## src/rtl/elevator_pkg.sv

```systemverilog
// Shared elevator types: door encoding, travel direction and car FSM states.
package elevator_pkg;

  typedef enum logic [1:0] {
    DOOR_OPEN    = 2'd0,
    DOOR_OPENING = 2'd1,
    DOOR_CLOSED  = 2'd2,
    DOOR_CLOSING = 2'd3
  } door_e;

  // Encoded so that the enum value equals the dir_up output bit.
  typedef enum logic {
    DIR_DOWN = 1'b0,
    DIR_UP   = 1'b1
  } dir_e;

  typedef enum logic [2:0] {
    ST_IDLE    = 3'd0,
    ST_MOVE    = 3'd1,
    ST_OPENING = 3'd2,
    ST_OPEN    = 3'd3,
    ST_CLOSING = 3'd4
  } car_state_e;

  // Door value reported for each car state; IDLE and MOVE keep the door shut.
  function automatic door_e door_of(input car_state_e st);
    door_e d;
    d = DOOR_CLOSED;
    case (st)
      ST_OPENING: d = DOOR_OPENING;
      ST_OPEN:    d = DOOR_OPEN;
      ST_CLOSING: d = DOOR_CLOSING;
      default:    d = DOOR_CLOSED;
    endcase
    return d;
  endfunction

endpackage

```

## src/rtl/elevator_car_fsm_if.sv

```systemverilog
// Car <-> dispatcher handshake: stop/continue requests in, floor-step pulses out.
interface elevator_car_fsm_if;
  logic stop_next;
  logic continue_in;
  logic inc;
  logic dec;

  modport master (output stop_next, output continue_in, input inc, input dec);
  modport slave  (input stop_next, input continue_in, output inc, output dec);
endinterface

```

## src/rtl/elevator_req_scan.sv

```systemverilog
// Combinational scan: is any request bit strictly above / below a floor.
module elevator_req_scan #(
  parameter int unsigned FLOORS  = 4,
  parameter int unsigned FLOOR_W = $clog2(FLOORS)
) (
  input  logic [FLOORS-1:0]  req,
  input  logic [FLOOR_W-1:0] loc,
  output logic               above_c,
  output logic               below_c
);

  // OR-reduce request bits on either side of loc.
  always_comb begin
    above_c = 1'b0;
    below_c = 1'b0;
    for (int i = 0; i < FLOORS; i++) begin
      if (req[i] && (FLOOR_W'(i) > loc)) above_c = 1'b1;
      if (req[i] && (FLOOR_W'(i) < loc)) below_c = 1'b1;
    end
  end

endmodule

```

## src/rtl/elevator_car_fsm.sv

```systemverilog
// Single elevator car controller: button latch, direction choice, travel and door sequencing.
module elevator_car_fsm
  import elevator_pkg::*;
#(
  parameter int unsigned FLOORS        = 4,
  parameter int unsigned FLOOR_W       = $clog2(FLOORS),
  parameter int unsigned DOOR_CYCLES   = 4,
  parameter int unsigned TRAVEL_CYCLES = 3,
  parameter int unsigned INIT_FLOOR    = 0
) (
  input  logic                clk,
  input  logic                rst_n,
  input  logic [FLOORS-1:0]   car_call,
  input  logic                obstruct,
  input  logic                hold,
  elevator_car_fsm_if.slave   disp,
  output logic [FLOOR_W-1:0]  location,
  output logic                dir_up,
  output logic [1:0]          door_state,
  output logic                moving,
  output logic [FLOORS-1:0]   buttons
);

  localparam int unsigned DWELL_W  = (DOOR_CYCLES > 1) ? $clog2(DOOR_CYCLES) : 1;
  localparam int unsigned TRAVEL_W = (TRAVEL_CYCLES > 1) ? $clog2(TRAVEL_CYCLES) : 1;
  localparam logic [FLOOR_W-1:0]  TOP_FLOOR  = FLOOR_W'(FLOORS - 1);
  localparam logic [FLOOR_W-1:0]  RST_FLOOR  = FLOOR_W'(INIT_FLOOR);
  localparam logic [DWELL_W-1:0]  DWELL_LD   = DWELL_W'(DOOR_CYCLES - 1);
  localparam logic [TRAVEL_W-1:0] TRAVEL_LD  = TRAVEL_W'(TRAVEL_CYCLES - 1);

  car_state_e           state_q, state_d;
  logic [FLOOR_W-1:0]   loc_q, loc_d;
  dir_e                 dir_q, dir_d;
  logic [FLOORS-1:0]    buttons_q, buttons_d;
  logic [DWELL_W-1:0]   dwell_q, dwell_d;
  logic [TRAVEL_W-1:0]  travel_q, travel_d;

  logic                 arrive_c;
  logic [FLOOR_W-1:0]   tgt_c;
  logic [FLOOR_W-1:0]   scan_loc_c;
  logic                 above_c, below_c;
  dir_e                 dir_eval_c;
  logic                 demand_c;
  logic                 open_next_c;
  logic                 inc_c, dec_c;

  // Direction rule: end floors force the way out, otherwise flip only when nothing lies ahead.
  function automatic dir_e next_dir(input logic [FLOOR_W-1:0] f, input dir_e d,
                                    input logic ab, input logic be, input logic cont);
    dir_e r;
    r = d;
    if (f == TOP_FLOOR)                       r = DIR_DOWN;
    else if (f == '0)                         r = DIR_UP;
    else if ((d == DIR_UP) && !ab && !cont)   r = DIR_DOWN;
    else if ((d == DIR_DOWN) && !be && !cont) r = DIR_UP;
    return r;
  endfunction

  // Arrival happens on the last travel cycle; the target is one floor in the current direction.
  always_comb begin
    arrive_c   = (state_q == ST_MOVE) && (travel_q == '0);
    tgt_c      = (dir_q == DIR_UP) ? (loc_q + FLOOR_W'(1)) : (loc_q - FLOOR_W'(1));
    scan_loc_c = arrive_c ? tgt_c : loc_q;
  end

  // Button latch: accumulate calls, clear the served floor while the door opens, add dispatcher stops.
  always_comb begin
    buttons_d = buttons_q | car_call;
    if ((state_q == ST_OPENING) || (state_q == ST_OPEN)) buttons_d[loc_q] = 1'b0;
    if (disp.stop_next) begin
      if ((dir_q == DIR_UP) && (loc_q != TOP_FLOOR))        buttons_d[loc_q + FLOOR_W'(1)] = 1'b1;
      else if ((dir_q == DIR_DOWN) && (loc_q != '0))        buttons_d[loc_q - FLOOR_W'(1)] = 1'b1;
    end
  end

  elevator_req_scan #(
    .FLOORS  (FLOORS),
    .FLOOR_W (FLOOR_W)
  ) u_scan (
    .req     (buttons_d),
    .loc     (scan_loc_c),
    .above_c (above_c),
    .below_c (below_c)
  );

  // Direction and remaining demand as seen from the current (or arriving) floor.
  always_comb begin
    dir_eval_c  = next_dir(scan_loc_c, dir_q, above_c, below_c, disp.continue_in);
    demand_c    = (dir_eval_c == DIR_UP) ? (above_c || disp.continue_in)
                                         : (below_c || disp.continue_in);
    open_next_c = arrive_c && buttons_d[tgt_c];
  end

  // Next-state and counter logic for the car FSM.
  always_comb begin
    state_d  = state_q;
    loc_d    = loc_q;
    dir_d    = dir_q;
    dwell_d  = dwell_q;
    travel_d = travel_q;
    inc_c    = 1'b0;
    dec_c    = 1'b0;
    case (state_q)
      ST_IDLE: begin
        dir_d = dir_eval_c;
        if (buttons_d[loc_q]) begin
          state_d = ST_OPENING;
        end else if (!hold && demand_c) begin
          state_d  = ST_MOVE;
          travel_d = TRAVEL_LD;
        end
      end
      ST_MOVE: begin
        if (!arrive_c) begin
          travel_d = travel_q - TRAVEL_W'(1);
        end else begin
          inc_c = (dir_q == DIR_UP);
          dec_c = (dir_q == DIR_DOWN);
          loc_d = tgt_c;
          dir_d = dir_eval_c;
          if (open_next_c) begin
            state_d = ST_OPENING;
          end else if (demand_c) begin
            travel_d = TRAVEL_LD;
          end else begin
            state_d = ST_IDLE;
          end
        end
      end
      ST_OPENING: begin
        state_d = ST_OPEN;
        dwell_d = DWELL_LD;
      end
      ST_OPEN: begin
        if (obstruct || hold) begin
          dwell_d = DWELL_LD;
        end else if (dwell_q == '0) begin
          state_d = ST_CLOSING;
        end else begin
          dwell_d = dwell_q - DWELL_W'(1);
        end
      end
      ST_CLOSING: begin
        if (obstruct || car_call[loc_q]) state_d = ST_OPENING;
        else                             state_d = ST_IDLE;
      end
      default: state_d = ST_IDLE;
    endcase
  end

  // State and datapath registers.
  always_ff @(posedge clk or negedge rst_n) begin
    if (!rst_n) begin
      state_q   <= ST_IDLE;
      loc_q     <= RST_FLOOR;
      dir_q     <= DIR_UP;
      buttons_q <= '0;
      dwell_q   <= '0;
      travel_q  <= '0;
    end else begin
      state_q   <= state_d;
      loc_q     <= loc_d;
      dir_q     <= dir_d;
      buttons_q <= buttons_d;
      dwell_q   <= dwell_d;
      travel_q  <= travel_d;
    end
  end

  // Outputs decoded from registered state; step pulses coincide with the arrival edge.
  assign disp.inc   = inc_c;
  assign disp.dec   = dec_c;
  assign location   = loc_q;
  assign dir_up     = (dir_q == DIR_UP);
  assign door_state = door_of(state_q);
  assign moving     = (state_q == ST_MOVE);
  assign buttons    = buttons_q;

endmodule

```

## src/flat_wrapper.sv

```systemverilog
// flat-port wrapper written by rule: the top's interface ports become plain ports
module elevator_car_fsm_flat import elevator_pkg::*;
#(
  parameter int unsigned FLOORS        = 4,
  parameter int unsigned FLOOR_W       = $clog2(FLOORS),
  parameter int unsigned DOOR_CYCLES   = 4,
  parameter int unsigned TRAVEL_CYCLES = 3,
  parameter int unsigned INIT_FLOOR    = 0
)
  (clk, rst_n, car_call, obstruct, hold, location, dir_up, door_state, moving, buttons, disp_stop_next, disp_continue_in, disp_inc, disp_dec);
  elevator_car_fsm_if disp_i ();
  input  logic clk;
  input  logic rst_n;
  input  logic [FLOORS-1:0] car_call;
  input  logic obstruct;
  input  logic hold;
  output logic [FLOOR_W-1:0] location;
  output logic dir_up;
  output logic [1:0] door_state;
  output logic moving;
  output logic [FLOORS-1:0] buttons;
  input wire logic [$bits(disp_i.stop_next)-1:0] disp_stop_next;
  input wire logic [$bits(disp_i.continue_in)-1:0] disp_continue_in;
  output wire logic [$bits(disp_i.inc)-1:0] disp_inc;
  output wire logic [$bits(disp_i.dec)-1:0] disp_dec;
  assign disp_i.stop_next = disp_stop_next;
  assign disp_i.continue_in = disp_continue_in;
  assign disp_inc = disp_i.inc;
  assign disp_dec = disp_i.dec;
  elevator_car_fsm #(.FLOORS(FLOORS), .FLOOR_W(FLOOR_W), .DOOR_CYCLES(DOOR_CYCLES), .TRAVEL_CYCLES(TRAVEL_CYCLES), .INIT_FLOOR(INIT_FLOOR)) u_core (.clk(clk), .rst_n(rst_n), .car_call(car_call), .obstruct(obstruct), .hold(hold), .disp(disp_i), .location(location), .dir_up(dir_up), .door_state(door_state), .moving(moving), .buttons(buttons));
endmodule
```

## config.mk

```make
export PLATFORM = sky130hd
export DESIGN_NAME = elevator_car_fsm_flat
export DESIGN_NICKNAME = d
export VERILOG_FILES = /design/src/rtl/elevator_pkg.sv /design/src/rtl/elevator_car_fsm_if.sv /design/src/rtl/elevator_req_scan.sv /design/src/rtl/elevator_car_fsm.sv /design/src/flat_wrapper.sv
export SDC_FILE = /design/constraint.sdc
export NUM_CORES = 1
export LEC_CHECK = 0
export ABC_AREA = 1
export CORE_ASPECT_RATIO = 2
export CORE_MARGIN = 3
export CORE_UTILIZATION = 30
export DETAILED_ROUTE_END_ITERATION = 8
export SLEW_MARGIN = 30
export SYNTH_ARGS = -nofsm -noshare
export SYNTH_HDL_FRONTEND = slang
export SYNTH_HIERARCHICAL = 1
export SYNTH_SLANG_ARGS = --single-unit
```

## constraint.sdc

```tcl
create_clock -name clk -period 3.12 [get_ports clk]
set_input_delay 0.624 -clock clk [delete_from_list [all_inputs] [get_ports clk]]
set_output_delay 0.624 -clock clk [all_outputs]
set_load 0.02 [all_outputs]
```

* Word-level counts from Yosys, hierarchy flattened *
Index checks and enable logic that the tools add are counted.

word-level totals
  logic and storage cells = 143
  bits of input ports = 10
  register bits = 14
  output and inout bits = 12

cells by class
  add/sub/neg operators = 4
  equal/unequal tests = 16
  bitwise logic cells = 6
  reductions and logical operators = 40
  mux-type cells = 56
  order comparisons = 15

operators with widths
  operator               number
  $mux W1                24
  $mux W3                7
  $logic_and A1 B1 Y1    20
  $mux W2                10
  $mux W4                4
  $pmux W3 S5            1
  $lt A2 B3 Y1 const B   4
  $ne A3 B3 Y1 const B   4
  $or A4 B4 Y4           3
  $reduce_and A5 Y1      2
  $ne A2 B2 Y1 const B   4
  $pmux W2 S2            2
  $bmux W1 S2            3
  $demux W1 S2           3
  $eq A3 B2 Y1 const B   2
  $ge A2 B1 Y1 const B   3
  $logic_not A2 Y1       3
  $pmux W2 S3            1
  $reduce_bool A2 Y1     3
  $sub A2 B1 Y2 const B  3
  $logic_or A1 B1 Y1     5
  $and A4 B4 Y4          1
  $gt A1 B2 Y1 const A   2
  $gt A2 B2 Y1 const A   2
  other kinds (14)       21

* Longest topological paths before layout *
Gate-level depths: netlist of the first run.

  depth in word-level cells = 28
  depth in mapped cells = 25
  depth with buffers taken out = 24

* Hierarchy *
The synthesis of the first run kept the hierarchy.

modules (own cells, without submodules)
  module             instances  cells each  area each (um^2)
  elevator_car_fsm   1          178         1159.9
  elevator_req_scan  1          13          51.3

* Least setup slack after synthesis of the first run *
OpenSTA, ideal clock, no wires.

  path kind = reg-to-reg
  start = reg u_core.loc_q[0] (netlist: u_core/location[0])
  end = reg u_core.travel_q[1]
  path buffers = 1
  stages on the path, launching flop included = 24
  path slack = 0.498 ns
  arrival = 2.505 ns
  cell sequence = dfrtp_1 > buf_2 > inv_2 > ha_1 > inv_1 > nand2_1 > nand2_1 > nand3_1 > nand2_2 > nand2_1 > nand2_1 > nand3_1 > o21ai_0 > nand2_1 > inv_1 > nand2_2 > nand2_1 > nand2_1 > nand3_2 > nand2_2 > nand2_2 > nand3_2 > nand2_1 > nand2_1

between the ends
  elaborated cells on any way between the ends = 81
  classes of those cells = add/sub (2); order compare (14); eq/ne (6); mux (29); bitwise (4); reduce/logical (26)

RTL lines
  element                                         line                     text
  from (decl)                                     elevator_car_fsm.sv:32   logic [FLOOR_W-1:0] loc_q, loc_d;
  from (signal assigned)                          elevator_car_fsm.sv:162  loc_q <= loc_d;
  $sub A2 B1 Y2 or $add A2 B1 Y2 (tied branches)  elevator_car_fsm.sv:62   tgt_c = (dir_q == DIR_UP) ? (loc_q + FLOOR_W'(1)) : (loc_q - FLOOR_W'(1));
  $mux W2 *                                       elevator_car_fsm.sv:62
  $mux W2 *                                       elevator_car_fsm.sv:63   scan_loc_c = arrive_c ? tgt_c : loc_q;
  named net u_core.scan_loc_c[1]                  elevator_car_fsm.sv:40   logic [FLOOR_W-1:0] scan_loc_c;
  $gt A1 B2 Y1                                    elevator_req_scan.sv:17  if (req[i] && (FLOOR_W'(i) > loc)) above_c = 1'b1;
  $logic_and A1 B1 Y1                             elevator_req_scan.sv:17
  $mux W1 (3 in series)                           elevator_req_scan.sv:17
  $mux W1 *                                       elevator_req_scan.sv:17
  named net u_core.above_c                        elevator_car_fsm.sv:41   logic above_c, below_c;
  (+1 left out)                                   --
  $logic_and A1 B1 Y1 (2 in series)               elevator_car_fsm.sv:54   else if ((d == DIR_UP) && !ab && !cont) r = DIR_DOWN;
  $mux W1                                         elevator_car_fsm.sv:54
  $mux W1                                         elevator_car_fsm.sv:53   else if (f == '0) r = DIR_UP;
  $mux W1                                         elevator_car_fsm.sv:52   if (f == TOP_FLOOR) r = DIR_DOWN;
  $mux W1 *                                       elevator_car_fsm.sv:89   demand_c = (dir_eval_c == DIR_UP) ? (above_c || disp.continue_in)
  $logic_and A1 B1 Y1                             elevator_car_fsm.sv:108  end else if (!hold && demand_c) begin
  $ne A2 B1 Y1 (no source line)                   --
  $reduce_and A5 Y1 (no source line) *            --
  to (signal assigned)                            elevator_car_fsm.sv:166  travel_q <= travel_d;
  to (decl)                                       elevator_car_fsm.sv:36   logic [TRAVEL_W-1:0] travel_q, travel_d;

Mark *: on every way through the listed nets, which the timed path passes. The rest lies on a longest branch. The select of a mux whose other input is x is not followed.
A chain may end at the register's enable or synchronous reset.

* Worst setup path in the final report of the first run *
  start = reg u_core.loc_q[1] (netlist: u_core/location[1])
  end = reg u_core.travel_q[0]

between the ends
  elaborated cells on any way between the ends = 81
  classes of those cells = add/sub (2); order compare (14); eq/ne (6); mux (29); bitwise (4); reduce/logical (26)

RTL lines
  element                                         line
  $sub A2 B1 Y2 or $add A2 B1 Y2 (tied branches)  elevator_car_fsm.sv:62
  $mux W2                                         elevator_car_fsm.sv:62
  $mux W2 *                                       elevator_car_fsm.sv:63
  named net u_core.scan_loc_c[1]                  elevator_car_fsm.sv:40
  $gt A1 B2 Y1                                    elevator_req_scan.sv:17
  $logic_and A1 B1 Y1                             elevator_req_scan.sv:17
  $mux W1 (3 in series)                           elevator_req_scan.sv:17
  $mux W1 *                                       elevator_req_scan.sv:17
  named net u_core.above_c                        elevator_car_fsm.sv:41
  (+1 left out)                                   --
  $logic_and A1 B1 Y1 (2 in series)               elevator_car_fsm.sv:54
  $mux W1                                         elevator_car_fsm.sv:54
  $mux W1                                         elevator_car_fsm.sv:53
  $mux W1                                         elevator_car_fsm.sv:52
  $mux W1 *                                       elevator_car_fsm.sv:89
  $logic_and A1 B1 Y1                             elevator_car_fsm.sv:108
  $ne A2 B1 Y1 (no source line)                   --
  $reduce_and A5 Y1 (no source line) *            --

Marks and branches as above.

==> summary.md, run 1 <==
| Metric | Value |
|---|---|
| Simple-gate share of the synthesized area | between 40 and 50% |
| First-pass GRT wire length | 5950 microns |
| Total GRT Usage | 15.9% |
| Fmax | 375 MHz |
| Yosys top cell area share | between 20% and 30% |
| Placed Cells | 262 |
| Final hold viol count | 0 |
| TritonCTS clock tree | done |
| Drt drc | 0 |
| Sw Pwr | between 900 and 1000 uW |
| Number of CTS-inserted buffers | 3 |
| Via count of the first global-routing pass | 1,314 |
| Lkg Pwr | 0.000811 uW |
| Layout cells sized above 1 | a little over an eighth |
| Post-DP HPWL | 2750 microns |
| Largest family of logic cells by synthesized area | simple AND/OR/NAND/NOR gates |
| Root Driver | clkbuf_8 |
| Peak supply drop | between 0.4 and 0.5 mV |
| Non-filler cells, final | roughly 270 |
| Status | finished clean |
| Largest net degree at the start of global routing | 15 |
| Sequential power share | 20.3% |
| P&R area growth vs syn | 27.1% |
| Asr flop ratio synth | 100% |
| Mux cell area share after synthesis | 0% |
| Setup TNS | 0 ns |
| Final WS setup | roughly 0.45 ns |
| Synth Area in XOR/XNOR | 0% |
| Wire per inst | 12.7 microns |
| Worst EP arrival | approximately 2.8 ns |
| Die area | between 4000 and 5000 sq um |
| DR vias/cell | around 4.8 |
| Req. time, crit path | roughly 3.3 ns |
| Post-synthesis adder-cell area fraction | a little over 6% |
| Commonest non-fill, non-tap cell in the layout | nand2_1 |
| Net Sw Frac | between 50 and 60% |
| Vias | roughly 1,300 |
| # port buffers | 21 |
| Worst setup SP type | register |
| Comb pwr share | between 60 and 70% |
| # setup viols final | 0 |
| Synth unique cells | 24 |
| Critical Path Sink Type | register |
| R2R Setup Slk | around 0.45 ns |
| Final instance area | roughly 1500 sq um |
| Reg2Reg Launch Point | u_core/location[1] |
| Mapped Avg Cell Area | ~6.3 sq um |
| Clk buf depth | 2 |
| Routed wire length | approximately 3400 microns |
| Most frequent cells in the layout | nand2_1 (69), inv_1 (25), clkdlybuf4s50_1 (21) |
| Detail Route Antenna Nets | 0 |
| P per Cell Area | 1160 nW/um^2 |
| Min-Delay Startpoint | u_core/travel_q[1] |
| 1st-pass router iterations | 4 |
| Final nets | 232 |
| DIE WIDTH | 50.9 microns |
| Final worst-path cycle share | between 80% and 90% |
| Post-DP Area | roughly 1500 sq um |
| GP Congestion | 0.831 |
| Grt total ovfl | 0 |
| Worst Hold End | u_core/travel_q[1] |
| Initial Utilization | 31.2% |
| Row count | 32 |
| Initial antenna violation count | 0 |
| Worst Skew | 0.00136 ns |
| Critical path class | reg -> reg |
| Register area share after synthesis | a little under 30% |
| H-Tree Depth | 1 |
| Slew @ Worst Pin | 0.723 ns |
| Place WS | 0.351 ns |
| RSZ-0062 raised after global routing | no |
| Yosys reg bits | 14 |
| Mapped Area | between 1000 and 1500 sq um |
| Post-synthesis compound-gate area fraction | roughly a tenth |
| Die height | 95.9 microns |
| Clock sinks | 14 |
| Relative slew slack | between 50% and 60% |
| Net Count, Synth | around 210 |
| Ant. Diodes | 0 |
| Synth area leaders | dfrtp_1 (27%), nand2_1 (21%), inv_1 (7.7%), nand3_1 (7.4%), ha_1 (6.2%) |
| WHS | roughly 0.47 ns |
| Clk_lat worst skew | about 0.25 ns |
| Top_reg_cell synth | dfrtp_1 |
| Yosys top cell by area | dfrtp_1 |
| Hold path depth | 2 |
| Ys Warns | 6 |
| Min cycle time layout | ~2.7 ns |
| Post-synth EDFFs | 0 |
| Top Ports | 22 |
| DRT iter0 DRCs | 53 |
| Reg2reg path depth | 22 |
| Cells after Synth | 191 |
| Fin. max-slew vios | 0 |
| CORE AREA | 3880 sq um |
| Hold buffers post-CTS | 0 |
| Maxcap violations | 0 |
| Reg-to-Reg End | u_core/travel_q[0] |
| Power Internal | roughly 840 uW |
| Layout fillers | around 440 |
| Hold crit path type | reg -> reg |
| Crit path max fanout | 7 |
| Clock transition at the registers of the reported paths | about 0.06 ns |
| Clock power share | about a tenth |
-- power groups by stage --
stage | logic, uW | clock network (uW) | registers, uW
finish | 1230 | 187 | 361
detailed placement | 1230 | 0 | 364
floorplan | 839 | 0 | 385
CTS | 1240 | 195 | 361
global placement | 1220 | 0 | 361
global route | 1400 | 201 | 372
-- critical path, cell delays in order (launching register included) --
cell and delay [ns]:
dfrtp_2 0.46, inv_1 0.16, ha_1 0.27, inv_1 0.08, nand2_1 0.05, nand2_1 0.10
nand3_1 0.12, nand2_2 0.15, nand2_1 0.07, nand2_1 0.06, nand3_1 0.12, o21ai_0 0.17
nand2_1 0.08, inv_1 0.07, nand2_2 0.07, nand2_1 0.08, nand2_1 0.07, nand3_2 0.07
nand2_2 0.06, nand2_2 0.07, nand3_2 0.08, nand2_1 0.06, nand2_1 0.05
-- layer usage --
layer | GRT usage [%] | part of all wire, %
met1 | 15.0 | 36
met2 | 32.1 | 57
met3 | 0.620 | 3.3
met4 | 9.21 | 3.3
met5 | 0 | 0
-- how the worst max path moves through the flow --
stage | from | endpoint | slack, ns | cells after the start
5_1_grt | u_core/location[1] | u_core/travel_q[0] | 0.06 | 22
6_report | u_core/location[1] | u_core/travel_q[0] | 0.45 | 22
3_3_place_gp | car_call[3] | u_core/travel_q[1] | 0.40 | 18
4_1_cts | u_core/location[1] | u_core/travel_q[0] | 0.39 | 22
3_5_place_dp | car_call[3] | u_core/travel_q[0] | 0.35 | 18
2_1_floorplan | u_core/location[0] | u_core/travel_q[1] | 0.50 | 23
-- cell families after synthesis --
kind of cell / after synthesis
fa+ha+maj: 6
simple gates: 116
buf+inv: 33
compound gates: 22
flops: 14
-- area by class of cell --
class,count,area [sq um],area share (%)
multi-input cells,144,733,47.6
flip-flops and latches,14,353,22.9
repair buffers,22,218,14.1
inverters,31,116,7.56
well taps,51,63.8,4.15
clock buffers,4,55.1,3.58
-- through the flow --
step / util, % / total power, uW
after global routing: 39.6 / 1970
after global placement: 38.2 / 1580
after detailed placement: 38.2 / 1600
after floorplan: - / 1220
after CTS: 39.6 / 1790
final: 39.6 / 1780
-- Yosys cell counts, types with 2 or more instances --
cell / number
nand2_1: 69
inv_1: 25
nand3_1: 18
dfrtp_1: 13
nor2_1: 8
o21ai_0: 8
a21oi_1: 7
nand2_2: 7
ha_1: 6
inv_2: 6
nand4_1: 3
o21ai_1: 3
a22oi_1: 2
buf_2: 2
nand3_2: 2
nor2_2: 2
nor3_1: 2
or2_2: 2
-- registers in the layout, summed over array words and instances (netlist names) --
name             flops
u_core/buttons       4
u_core/dir_up        1
u_core/dwell_q       2
u_core/location      2
u_core/state_q       3
u_core/travel_q      2
-- repair_timing --
action,in CTS,in global routing
endpoints found under the setup margin,0,2
setup buffers,0,0
resized for setup,0,1
Power figures use the tool's default switching activity.
==> inputs of run 2 (changes only) <==
--- a/config.mk
+++ b/config.mk
@@ -10,8 +10,8 @@
 export CORE_MARGIN = 3
 export CORE_UTILIZATION = 30
 export DETAILED_ROUTE_END_ITERATION = 8
+export GPL_TIMING_DRIVEN = 0
 export SLEW_MARGIN = 30
 export SYNTH_ARGS = -nofsm -noshare
 export SYNTH_HDL_FRONTEND = slang
-export SYNTH_HIERARCHICAL = 1
 export SYNTH_SLANG_ARGS = --single-unit
==> run 2 against run 1 <==
Power increased by 4.7%. Critical path type unchanged. Wire length is 8.2% lower. Clock-buffer cell count did not move. Final cell count down 6.4%.
==> summary.md, run 2 <==
| Metric | Value |
|---|---|
| Hold crit path type | reg -> reg |
| Top_reg_cell synth | dfrtp_1 |
| GP Congestion | 0.841 |
| Clk buf depth | 2 |
| # port buffers | 21 |
| Min cycle time layout | 2.68 ns |
| Post-DP HPWL | ~2600 microns |
| Die height | 97.7 microns |
| Routed wire length | about 3100 microns |
| Largest net degree at the start of global routing | 15 |
| Post-synth top cells | nand2_1 (40), inv_1 (19), nand3_1 (16) |
| Reg2Reg Launch Point | u_core.location[0] |
| Post-DP Area | between 1500 and 2000 sq um |
| Root Driver | clkbuf_8 |
| Net Count, Synth | 190 |
| Clk_lat worst skew | 0.25 ns |
| Final worst-path cycle share | between 80% and 90% |
| Layout cells sized above 1 | a little over a fifth |
| Most instantiated library cell after synthesis | nand2_1 |
| Initial antenna violation count | 0 |
| R2R Setup Slk | roughly 0.44 ns |
| Worst EP arrival | 2.82 ns |
| Top Ports | 22 |
| Min-Delay Startpoint | u_core.travel_q[1] |
| CTS-repair resized insts | 0 |
| Total GRT Usage | 14.1% |
| Fin. max-slew vios | 0 |
| Worst Skew | 0.00275 ns |
| Crit-path cells | buf_2, inv_1, ha_1, xor2_4, nand2_2, nand2_4, nand2_4, nand2_2, nand3_2, o21bai_1, nand2_1, nand3_1, nand2_2, nand2_2, nand2_2, nand2_2, nand2_2, nand2_1, nand2_1 |
| Ys Warns | 0 |
| Number of CTS-inserted buffers | 3 |
| Relative slew slack | 55.1% |
| Status | finished clean |
| DRT iter0 DRCs | 19 |
| Mapped Area | ~1300 sq um |
| Post-CTS setup buffers | 0 |
| Final instance area | between 1500 and 2000 sq um |
| Initial Utilization | around a third |
| Detail Route Antenna Nets | 0 |
| Setup TNS | 0 ns |
| Post-synth EDFFs | 0 |
| Row count | 32 |
| Max reg flops | 4 |
| Req. time, crit path | 3.26 ns |
| Clock sinks | 14 |
| Final nets | approximately 220 |
| Critical path class | reg -> reg |
| Crit path max fanout | 10 |
| H-Tree Depth | 1 |
| Synth unique cells | 31 |
| Delay-heaviest family, CP | simple AND/OR/NAND/NOR gates |
| Crit path top cell by count | nand2_2 |
| CORE AREA | about 4000 sq um |
| Critical path's largest stage delay | 0.43 ns |
| Worst Setup SP | u_core.location[0] |
| Most frequent cells in the layout | nand2_1 (40), clkdlybuf4s50_1 (21), inv_1 (19) |
| Cells after Synth | roughly 170 |
| Critical Path Sink Type | register |
| Ant. Diodes | 0 |
| First-pass GRT wire length | between 5000 and 6000 microns |
| Slowest cell on the critical path | dfrtp_1 |
| Via count of the first global-routing pass | between 1,000 and 1,500 |
| Maxcap violations | 0 |
| Final hold viol count | 0 |
| Grt total ovfl | 0 |
| RSZ-0062 raised after global routing | no |
| Synth area leaders | dfrtp_1 (26%), nand2_1 (12%), ha_1 (7.0%), nand3_1 (6.4%), nand2_2 (6.0%) |
| Hold buffers post-CTS | 0 |
| Fmax | approximately 370 MHz |
| Mapped Avg Cell Area | 7.28 sq um |
| Yosys top cell area share | about a quarter |
| Commonest non-fill, non-tap cell in the layout | nand2_1 |
| Wire per inst | roughly 12 microns |
| Drt drc | 0 |
| Register area share after synthesis | 27.9% |
| Worst setup SP type | register |
| Yosys top cell by area | dfrtp_1 |
| DIE WIDTH | 51.8 microns |
| Yosys reg bits | 14 |
| Clock transition at the registers of the reported paths | roughly 0.07 ns |
| TritonCTS clock tree | done |
| P per Cell Area | about 1200 nW/um^2 |
| Asr flop ratio synth | 100% |
| Die area | between 5000 and 6000 sq um |
| Slew @ Worst Pin | around 0.67 ns |
| CP bufs+invs | 2 |
| Layout fillers | slightly above 400 |
| Peak supply drop | 0.397 mV |
| 1st-pass router iterations | 4 |
| Vias | roughly 1,200 |
| Lkg Pwr | between 0.0007 and 0.0008 uW |
| P&R area growth vs syn | 25.3% |
| DR vias/cell | ~4.8 |
| # setup viols final | 0 |
run 2: changes by cell type in the layout (fill, tap and decap cells not counted), moves of 3 or more:
cell / before / now
o22ai_1: 0 / 3
nand3_2: 2 / 6
inv_1: 25 / 19
nand2_2: 7 / 12
nor2_2: 2 / 5
nand2_1: 69 / 40
a21oi_1: 7 / 3
run 2: cells by family (layout without fill, tap and decap cells):
| kind of cell | after synthesis | in the layout | share of synthesized area (%) |
|---|---|---|---|
| compound gates | 25 | 25 | 12.5 |
| buf+inv | 28 | 53 | 8.74 |
| xor+xnor | 1 | 1 | 2.18 |
| flops | 14 | 14 | 27.9 |
| fa+ha+maj | 7 | 7 | 6.95 |
| simple gates | 98 | 98 | 41.7 |
run 2: worst min-delay path: cells and delay by family (launching register included):
family / cells / cell delay (ns)
AND/OR/NAND/NOR: 2 / 0.10
flip-flops: 1 / 0.34
run 2: layout make-up:
| cell class | instances | area (sq um) | area share, % |
|---|---|---|---|
| Timing Repair Buffer | 21 | 210 | 13.3 |
| Multi-Input combinational cell | 131 | 798 | 50.6 |
| Sequential cell | 14 | 352 | 22.3 |
| Tap cell | 51 | 63.8 | 4.04 |
| Clock buffer | 4 | 45.0 | 2.85 |
| Inverter | 26 | 97.6 | 6.18 |
| Buffer | 2 | 12.5 | 0.792 |
run 2: final timing paths:
| check | endpoint | cells after the start |
|---|---|---|
| hold / removal | u_core.travel_q[1] | 2 |
| max in group asynchronous | u_core.dwell_q[1] | 1 |
| min in group asynchronous | u_core.dwell_q[0] | 1 |
| hold reg to reg | u_core.travel_q[1] | 2 |
| setup reg to reg | u_core.travel_q[1] | 19 |
| setup / recovery | u_core.travel_q[1] | 19 |
run 2: stage by stage:
stage,instances,total power [uW],setup slack (ns),util (%),hold WS [ns]
final,249,1860,0.442,39.8,0.471
after global routing,249,2060,0.135,39.8,0.506
after CTS,249,1890,0.419,39.8,0.476
after detailed placement,245,1720,0.432,38.7,0.461
after global placement,245,1710,0.445,38.7,0.456
after floorplan,173,1360,0.590,-,0.328
run 2: per-layer routing:
| metal | share of wire (%) | GRT usage (%) |
|---|---|---|
| met1 | 39 | 15.5 |
| met4 | 3.1 | 7.68 |
| met2 | 56 | 24.5 |
| met5 | 0 | 0 |
| met3 | 2.5 | 2.15 |
run 2: power by group:
| part | internal [uW] | switching, uW | total, uW |
|---|---|---|---|
| registers | 268 | 78.9 | 347 |
| clock network | 90.6 | 73.8 | 164 |
| logic | 510 | 843 | 1350 |
==> inputs of run 3 (changes only) <==
--- a/config.mk
+++ b/config.mk
@@ -7,7 +7,6 @@
 export LEC_CHECK = 0
 export ABC_AREA = 1
 export CORE_ASPECT_RATIO = 2
-export CORE_MARGIN = 3
 export CORE_UTILIZATION = 30
 export DETAILED_ROUTE_END_ITERATION = 8
 export GPL_TIMING_DRIVEN = 0
==> run 3 against run 2 <==
Sequential share of layout area fell by 0.16 points. Clock skew is 0.00057 ns lower. Setup slack improved by 0.020 ns. Utilization is 0.53 points lower. Via count is 0.67% higher. Final area rose by 0.71%. Fmax increased by 0.75%. First-iteration DRC count did not move. Clock-buffer cell count unchanged. Hold slack improved by 0.0098 ns. Global-route usage grew 1.8 points. Final cell count rose by 0.40%. Largest power group unchanged.
==> summary.md, run 3 (same netlist as run 2, synthesis figures left out) <==
| Metric | Value |
|---|---|
| Drt drc | 0 |
| RSZ-0062 raised after global routing | no |
| Largest net degree at the start of global routing | 15 |
| Slew @ Worst Pin | ~0.68 ns |
| Reg2Reg Launch Point | u_core.location[0] |
| Worst Hold End | u_core.travel_q[1] |
| Worst EP arrival | roughly 2.8 ns |
| Grt total ovfl | 0 |
| Maxcap violations | 0 |
| Fmax | 376 MHz |
| Via count of the first global-routing pass | about 1,200 |
| Vias | roughly 1,200 |
| CTS-repair resized insts | 0 |
| Crit path max fanout | 10 |
| Root Driver | clkbuf_8 |
| Most frequent cells in the layout | nand2_1 (40), clkdlybuf4s50_1 (21), inv_1 (19) |
| Clock transition at the registers of the reported paths | roughly 0.07 ns |
| Reg2reg path depth | 19 |
| Total GRT Usage | between 10% and 20% |
| GP Congestion | 0.838 |
| Initial antenna violation count | 0 |
| Row count | 33 |
| Critical path class | reg -> reg |
| P per Cell Area | roughly 1200 nW/um^2 |
| Initial Utilization | 31.1% |
| TritonCTS clock tree | done |
| Fin. max-slew vios | 0 |
| # setup viols final | 0 |
| Min cycle time layout | about 2.7 ns |
| Relative slew slack | 54.2% |
| Max reg flops | 4 |
| Final hold viol count | 0 |
| R2R Setup Slk | ~0.46 ns |
| Worst setup SP type | register |
| DIE WIDTH | roughly 48 microns |
| Clk_lat worst skew | around 0.25 ns |
| WHS | a little under 0.5 ns |
| Req. time, crit path | between 3 and 4 ns |
| Commonest non-fill, non-tap cell in the layout | nand2_1 |
| Die area | between 4000 and 5000 sq um |
| DRT iter0 DRCs | 19 |
| H-Tree Depth | 1 |
| Hold path depth | 2 |
| Detail Route Antenna Nets | 0 |
| Status | finished clean |
| Critical Path Sink Type | register |
| Wire per inst | about 13 microns |
| DR vias/cell | 4.78 |
| Reg-to-Reg End | u_core.travel_q[0] |
| Final worst-path cycle share | 85.2% |
| Post-CTS setup buffers | 0 |
| Post-DP HPWL | between 2000 and 3000 microns |
| Hold crit path type | reg -> reg |
| 1st-pass router iterations | 4 |
| Min-Delay Startpoint | u_core.travel_q[1] |
| Worst Skew | between 0.002 and 0.0025 ns |
| Clock sinks | 14 |
| Ant. Diodes | 0 |
| Placed Cells | 246 |
| First-pass GRT wire length | 5240 microns |
| Final core occ | 39.3% |
| Hold buffers post-CTS | 0 |
| Layout cells sized above 1 | ~22% |
| Non-filler cells, final | 250 |
| Top Ports | 22 |
| # port buffers | 21 |
| Setup TNS | 0 ns |
| Die height | about 94 microns |
| Routed wire length | 3130 microns |
| Number of CTS-inserted buffers | 3 |
| Peak supply drop | 0.448 mV |
| P&R area growth vs syn | 26.2% |
| CORE AREA | between 4000 and 5000 sq um |
| Lkg Pwr | ~0.00076 uW |
| Final nets | 216 |
| Clk buf depth | 2 |
## run 3: cell counts in the layout (fill, tap and decap cells not counted)
Identical to the previous run, type by type.
## run 3: cell type report
cell class | count | area [sq um]
Multi-Input combinational cell | 131 | 798
Timing Repair Buffer | 21 | 210
Fill cell | 466 | 2460
Sequential cell | 14 | 352
Tap cell | 52 | 65.1
Buffer | 2 | 12.5
Inverter | 26 | 97.6
Clock buffer | 4 | 55.1
## run 3: worst max-delay path by stage
stage | from | end | slack, ns | cells past startpoint
5_1_grt | u_core.location[0] | u_core.travel_q[0] | 0.25 | 19
6_report | u_core.location[0] | u_core.travel_q[0] | 0.46 | 19
3_5_place_dp | u_core.location[0] | u_core.travel_q[0] | 0.46 | 19
3_3_place_gp | u_core.location[0] | u_core.travel_q[1] | 0.44 | 19
4_1_cts | u_core.location[0] | u_core.travel_q[0] | 0.44 | 19
2_1_floorplan | u_core.location[0] | u_core.travel_q[0] | 0.59 | 19
## run 3: stage by stage
stage                     setup WS, ns  power [uW]  area (sq um)
after floorplan                  0.590        1360          1260
after global placement           0.444        1710          1540
after detailed placement         0.458        1710          1540
after CTS                        0.444        1910          1590
after global routing             0.247        2080          1590
final                            0.462        1890          1590
## run 3: worst max-delay path: stages (launching register included)
cell and delay (ns):
dfrtp_1 0.43, buf_2 0.25, inv_1 0.15, ha_1 0.39, xor2_4 0.22, nand2_2 0.10, nand2_4 0.10, nand2_4 0.06
nand2_2 0.06, nand3_2 0.09, o21bai_1 0.13, nand2_1 0.06, nand3_1 0.08, nand2_2 0.07, nand2_2 0.08, nand2_2 0.07
nand2_2 0.07, nand2_2 0.06, nand2_1 0.05, nand2_1 0.05
## run 3: report_power, final
part           switching (uW)  internal (uW)  leakage, uW
sequential               82.1            269     0.000153
combinational             843            511     0.000581
clock                    72.6            112    0.0000288
## run 3: metal layers
| layer | GRT usage [%] | wire length [microns] | vias up |
|---|---|---|---|
| li1 | - | - | 617 |
| met1 | 17.7 | 1220 | 544 |
| met2 | 27.7 | 1700 | 24 |
| met3 | 0.769 | 91 | 9 |
| met4 | 8.80 | 119 | 0 |
| met5 | 0 | 0 | - |
